<file path="config.mk">
export PLATFORM = sky130hd
export DESIGN_NAME = time_counter
export DESIGN_NICKNAME = d
export VERILOG_FILES = /design/src/rtl/time_counter.sv
export SDC_FILE = /design/constraint.sdc
export NUM_CORES = 1
export LEC_CHECK = 0
export ABC_AREA = 0
export CORE_ASPECT_RATIO = 0.9
export CORE_MARGIN = 2
export CORE_UTILIZATION = 25
export CTS_BUF_LIST = sky130_fd_sc_hd__clkbuf_2
export DETAILED_ROUTE_END_ITERATION = 16
export PLACE_DENSITY = 0.48
export SLEW_MARGIN = 20
export SYNTH_ARGS = -nofsm -noshare
export SYNTH_HDL_FRONTEND = slang
export SYNTH_SLANG_ARGS = --single-unit
</file>
<file path="constraint.sdc">
create_clock -name clk -period 2.6 [get_ports clk]
set_input_delay 0.26 -clock clk [delete_from_list [all_inputs] [get_ports clk]]
set_output_delay 0.26 -clock clk [all_outputs]
set_load 0.005 [all_outputs]
</file>
<file path="src/rtl/time_counter.sv">
// time_counter: timekeeping core of the digital clock.
// Divides clk down to a 1 Hz tick and keeps 24-hour hour/minute/second
// counters. A key-driven FSM steps through hour/minute/second set modes.
// Optional feature macro: HOURLY_CHIME_EN. When it is defined, chime is
// raised for CHIME_SECONDS ticks at each hour rollover. When it is undefined,
// chime is tied low.
module time_counter #(
    parameter int CLK_FREQ      = 50_000_000,
    parameter int CHIME_SECONDS = 5
) (
    input  logic       clk,
    input  logic       rst_n,
    input  logic       mode_key,
    input  logic       inc_key,
    output logic [5:0] hour,
    output logic [5:0] minute,
    output logic [5:0] second,
    output logic [1:0] set_field,
    output logic       tick_1hz,
    output logic       chime
);

    localparam int            PW     = (CLK_FREQ > 1) ? $clog2(CLK_FREQ) : 1;
    localparam logic [PW-1:0] PS_MAX = PW'(CLK_FREQ - 1);
    localparam logic [PW-1:0] PS_ONE = PW'(1);

    typedef enum logic [1:0] {
        ST_RUN      = 2'd0,
        ST_SET_HOUR = 2'd1,
        ST_SET_MIN  = 2'd2,
        ST_SET_SEC  = 2'd3
    } state_t;

    state_t        state_r;
    logic [PW-1:0] prescaler_r;
    logic [5:0]    hour_r;
    logic [5:0]    minute_r;
    logic [5:0]    second_r;
    logic          tick_s;

    logic          mode_sync1_r, mode_sync2_r, mode_prev_r, mode_edge_r;
    logic          inc_sync1_r, inc_sync2_r, inc_prev_r, inc_edge_r;

    // Increment with wrap to zero past max_v; values above max_v also fold to zero.
    function automatic logic [5:0] wrap_inc(input logic [5:0] v, input logic [5:0] max_v);
        if (v >= max_v) begin
            return 6'd0;
        end else begin
            return v + 6'd1;
        end
    endfunction

    // Key path: two-flop synchronizer, previous-value flop, registered rising edge.
    always_ff @(posedge clk or negedge rst_n) begin
        if (!rst_n) begin
            mode_sync1_r <= 1'b0;
            mode_sync2_r <= 1'b0;
            mode_prev_r  <= 1'b0;
            mode_edge_r  <= 1'b0;
            inc_sync1_r  <= 1'b0;
            inc_sync2_r  <= 1'b0;
            inc_prev_r   <= 1'b0;
            inc_edge_r   <= 1'b0;
        end else begin
            mode_sync1_r <= mode_key;
            mode_sync2_r <= mode_sync1_r;
            mode_prev_r  <= mode_sync2_r;
            mode_edge_r  <= mode_sync2_r & ~mode_prev_r;
            inc_sync1_r  <= inc_key;
            inc_sync2_r  <= inc_sync1_r;
            inc_prev_r   <= inc_sync2_r;
            inc_edge_r   <= inc_sync2_r & ~inc_prev_r;
        end
    end

    // One-second tick: prescaler at its last count while running.
    always_comb begin
        tick_s = 1'b0;
        if ((state_r == ST_RUN) && (prescaler_r == PS_MAX)) begin
            tick_s = 1'b1;
        end else begin
            tick_s = 1'b0;
        end
    end

    // Set-mode FSM, prescaler and time counters; mode edge outranks inc edge.
    always_ff @(posedge clk or negedge rst_n) begin
        if (!rst_n) begin
            state_r     <= ST_RUN;
            prescaler_r <= {PW{1'b0}};
            hour_r      <= 6'd0;
            minute_r    <= 6'd0;
            second_r    <= 6'd0;
        end else begin
            case (state_r)
                ST_RUN: begin
                    if (tick_s) begin
                        second_r <= wrap_inc(second_r, 6'd59);
                        if (second_r == 6'd59) begin
                            minute_r <= wrap_inc(minute_r, 6'd59);
                            if (minute_r == 6'd59) begin
                                hour_r <= wrap_inc(hour_r, 6'd23);
                            end
                        end
                    end
                    if (mode_edge_r) begin
                        state_r     <= ST_SET_HOUR;
                        prescaler_r <= {PW{1'b0}};
                    end else if (prescaler_r >= PS_MAX) begin
                        prescaler_r <= {PW{1'b0}};
                    end else begin
                        prescaler_r <= prescaler_r + PS_ONE;
                    end
                end
                ST_SET_HOUR: begin
                    prescaler_r <= {PW{1'b0}};
                    if (mode_edge_r) begin
                        state_r <= ST_SET_MIN;
                    end else if (inc_edge_r) begin
                        hour_r <= wrap_inc(hour_r, 6'd23);
                    end
                end
                ST_SET_MIN: begin
                    prescaler_r <= {PW{1'b0}};
                    if (mode_edge_r) begin
                        state_r <= ST_SET_SEC;
                    end else if (inc_edge_r) begin
                        minute_r <= wrap_inc(minute_r, 6'd59);
                    end
                end
                ST_SET_SEC: begin
                    // Prescaler stays at zero so the first tick lands a full period after RUN.
                    prescaler_r <= {PW{1'b0}};
                    if (mode_edge_r) begin
                        state_r <= ST_RUN;
                    end else if (inc_edge_r) begin
                        second_r <= wrap_inc(second_r, 6'd59);
                    end
                end
                default: begin
                    state_r     <= ST_RUN;
                    prescaler_r <= {PW{1'b0}};
                end
            endcase
        end
    end

`ifdef HOURLY_CHIME_EN
    localparam logic [5:0] CHIME_LAST = (CHIME_SECONDS > 0) ? 6'(CHIME_SECONDS - 1) : 6'd0;

    logic chime_r;

    // Hourly chime: rises on the minute 59->0 tick, drops after CHIME_SECONDS ticks or on any set.
    always_ff @(posedge clk or negedge rst_n) begin
        if (!rst_n) begin
            chime_r <= 1'b0;
        end else if ((state_r != ST_RUN) || mode_edge_r) begin
            chime_r <= 1'b0;
        end else if (tick_s && (second_r == 6'd59) && (minute_r == 6'd59)) begin
            chime_r <= 1'b1;
        end else if (tick_s && chime_r && (second_r == CHIME_LAST)) begin
            chime_r <= 1'b0;
        end else begin
            chime_r <= chime_r;
        end
    end

    assign chime = chime_r;
`else
    assign chime = 1'b0;
`endif

    assign hour      = hour_r;
    assign minute    = minute_r;
    assign second    = second_r;
    assign set_field = state_r;
    assign tick_1hz  = tick_s;

endmodule

</file>
==> flow_summary.json <==
{
  "synth_compound_area_share_pct": 10.4,
  "num_antenna_cells": 0,
  "crit_arrival_ps": 2120,
  "critPathMaxFanout": 3,
  "yosys.area.top_type_share_pct": 48.4,
  "clock_slew_seen_by_the_registers_of_the_worst_setup_and_hold_paths_ps": 270,
  "timing.max_slew.rel_slack_pct": 57.2,
  "regToRegStartpoint": "prescaler_r[16]$_DFF_PN0_",
  "yosys_most_used_dff": "dfrtp_1",
  "static-leakage-power_nw": 1.34,
  "category_of_the_critical_setup_timing_path": "reg -> out",
  "timing.critical_path.to_type": "primary output",
  "detailed_place_hpwl_mm": 4.03,
  "syn2layout_area_growth_pct": 20.0,
  "mappedNetlistArea_um2": 2790,
  "synthDominantAreaCellType": "dfrtp_1",
  "post-route-util_pct": 30.9,
  "cts_tree": "yes",
  "drv_slew": 0,
  "most_numerous_cell_in_the_yosys_netlist": "dfrtp_1",
  "layout-drive-gt1-share_pct": 9.35,
  "synth_area_leaders": "dfrtp_1, nor2_1, xnor2_1",
  "ctsLongestPathBuffers": 2,
  "netlist_top_cells_count": "dfrtp_1, nor2_1, nand2_1, nand3_1, o21ai_0",
  "startpoint_type": "flop",
  "yosys_cell_types": 51,
  "vdd_drop_max_mv": 0.390,
  "drv_cap": 0,
  "grt_setup_unrepaired": "false",
  "cts_max_level": 2,
  "synth.net_count": 295,
  "ys_ff_latch": 54,
  "grt_remaining_overflow": 0,
  "setup_total_negative_slack_ps": 0,
  "synth_seq_area_share_pct": 48.4,
  "ff2ff_path_depth": 5,
  "dp_cells": 461,
  "worstMarginPinSlew_ps": 641,
  "synth-adder-area-share_pct": 3.59,
  "cts.root.buffer_cell": "clkbuf_2",
  "buffer_ports.inserted": 24,
  "report.power.total_mw": 2.62,
  "synth-simple-area-share_pct": 25.6,
  "std_cell_rows": 36,
  "clock_latency_ps": 420,
  "timing.fmax_mhz": 420,
  "synth_cells": 283,
  "detailedRoute.firstIterationViolations": 104,
  "vias": 2109,
  "antenna_found_initial": 0,
  "worst_slack_ps": 219,
  "average_via_count_per_standard_cell": 4.46,
  "fin_nets": 332,
  "cts_buffers": 5,
  "layout.cells.non_filler": 473,
  "clock_sink_count": 54,
  "die_y_um": 104,
  "placeableCoreArea_um2": 10900,
  "place_ws_ps": 326,
  "status": "finished, final reports clean",
  "drc": 0,
  "final.hold.worst_slack_ps": 235,
  "area_enclosed_by_the_die_boundary_um2": 12000,
  "warning_count_from_the_yosys_run": 0,
  "xor_xnor_share_of_the_synthesized_area_pct": 7.22,
  "class_of_the_tightest_hold_or_removal_check": "in -> reg",
  "drt_pre_antenna_iters": 4,
  "ioPinCount": 26,
  "min_path_cells": 1,
  "postSynth.asyncResetShare_pct": 100,
  "route.final.wire_length_mm": 5.69,
  "combinational_family_with_the_most_area_after_synthesis": "simple AND/OR/NAND/NOR gates",
  "number_of_enable_type_register_cells_in_the_synthesized_netlist": 0,
  "grt_max_degree": 30,
  "global_route_wire_length_before_repair_mm": 10.1,
  "muxShareOfSynthArea_pct": 1.93,
  "final_min_period_over_clock_period_pct": 91.6,
  "routed_wire_length_per_instance_um": 12.0,
  "hold_start": "mode_key",
  "gp_congestion": 0.803,
  "via_count_of_the_first_global_routing_pass": 2079,
  "final-setup-viol-count": 0,
  "post_layout_min_period_ps": 2380,
  "power_per_cell_area_nw_per_um2": 782,
  "fin_area_um2": 3350,
  "final-hold-violation-count": 0,
  "antenna_left": 0,
  "die_x_um": 115,
  "crit_path_start": "prescaler_r[16]$_DFF_PN0_",
  "place_area_um2": 3250,
  "floorplan.initialDensity_pct": 25.7,
  "required_ps": 2340,
  "avgSynthCellArea_um2": 9.86,
  "worst_clock_skew_ps": 14.2,
  "grt_use_total_pct": 10.1
}
[state kept, by name, summed over array words and instances, names as in the netlist, 2 cells and up]
register	flops
hour	6
set_field	2
prescaler_r	26
second	6
minute	6
[cell families (layout without fill, tap and decap cells)]
group                      after synthesis  after routing
buffers and inverters                   15             53
other                                    1              1
muxes                                    5              5
xor gates and xnor gates                23             23
DFF                                     54             54
adders and majority gates                8              8
and+or+nand+nor                        132            132
AOI/OAI and AO/OA                       45             45
[layout make-up]
cell class / count / area [um2]
inverter: 9 / 33.8
clock inverter: 3 / 40.0
tap: 152 / 190
multi-input combinational: 214 / 1370
fill: 1152 / 7500
timing repair buffer: 36 / 339
sequential: 54 / 1350
clock buffer: 5 / 25.0
[layer usage]
layer  routed length [um]  GRT usage, %
met5                    0             0
met4                   26          2.07
met3                  170          2.21
met2                 2510          15.6
met1                 2990          14.6
[worst max-delay path, stage by stage (launching register included)]
cell and delay [ps]:
dfrtp_1 450, or4_4 570, nor4_2 210, and3_1 220
dlygate4sd2_1 250
[path summary, 6_finish.rpt]
kind                       slack (ps)                       end
min in group asynchronous         340     minute[0]$_DFFE_PN0P_
setup / recovery                  220                  tick_1hz
hold / removal                    240    mode_sync1_r$_DFF_PN0_
max in group asynchronous        1670  prescaler_r[7]$_DFF_PN0_
setup reg to reg                  380       hour[3]$_DFFE_PN0P_
hold reg to reg                   380     inc_sync2_r$_DFF_PN0_
[repair_timing]
item	4_1_cts	5_1_grt
hold buffers	1	0
endpoints found under the setup margin	1	0
hold endpoints to repair	25	0
resized for setup	2	0
setup buffers	3	0
[placed cells by master, fill, tap and decap left out, types with 10 or more instances in the layout]
cell type	synthesis	layout
o21ai_0	14	14
nand3_1	14	14
nor2_1	41	41
xor2_1	11	11
nand2_1	19	19
clkdlybuf4s50_1	0	22
buf_4	1	10
dfrtp_1	54	54
xnor2_1	12	12
[where the power goes]
part | switching [mW] | internal, mW | leakage [nW]
clock network | 0.269 | 0.160 | 0.0427
registers | 0.167 | 0.968 | 0.710
logic | 0.524 | 0.533 | 0.587
total | 0.960 | 1.66 | 1.34
(Power assumes the default switching activity.)
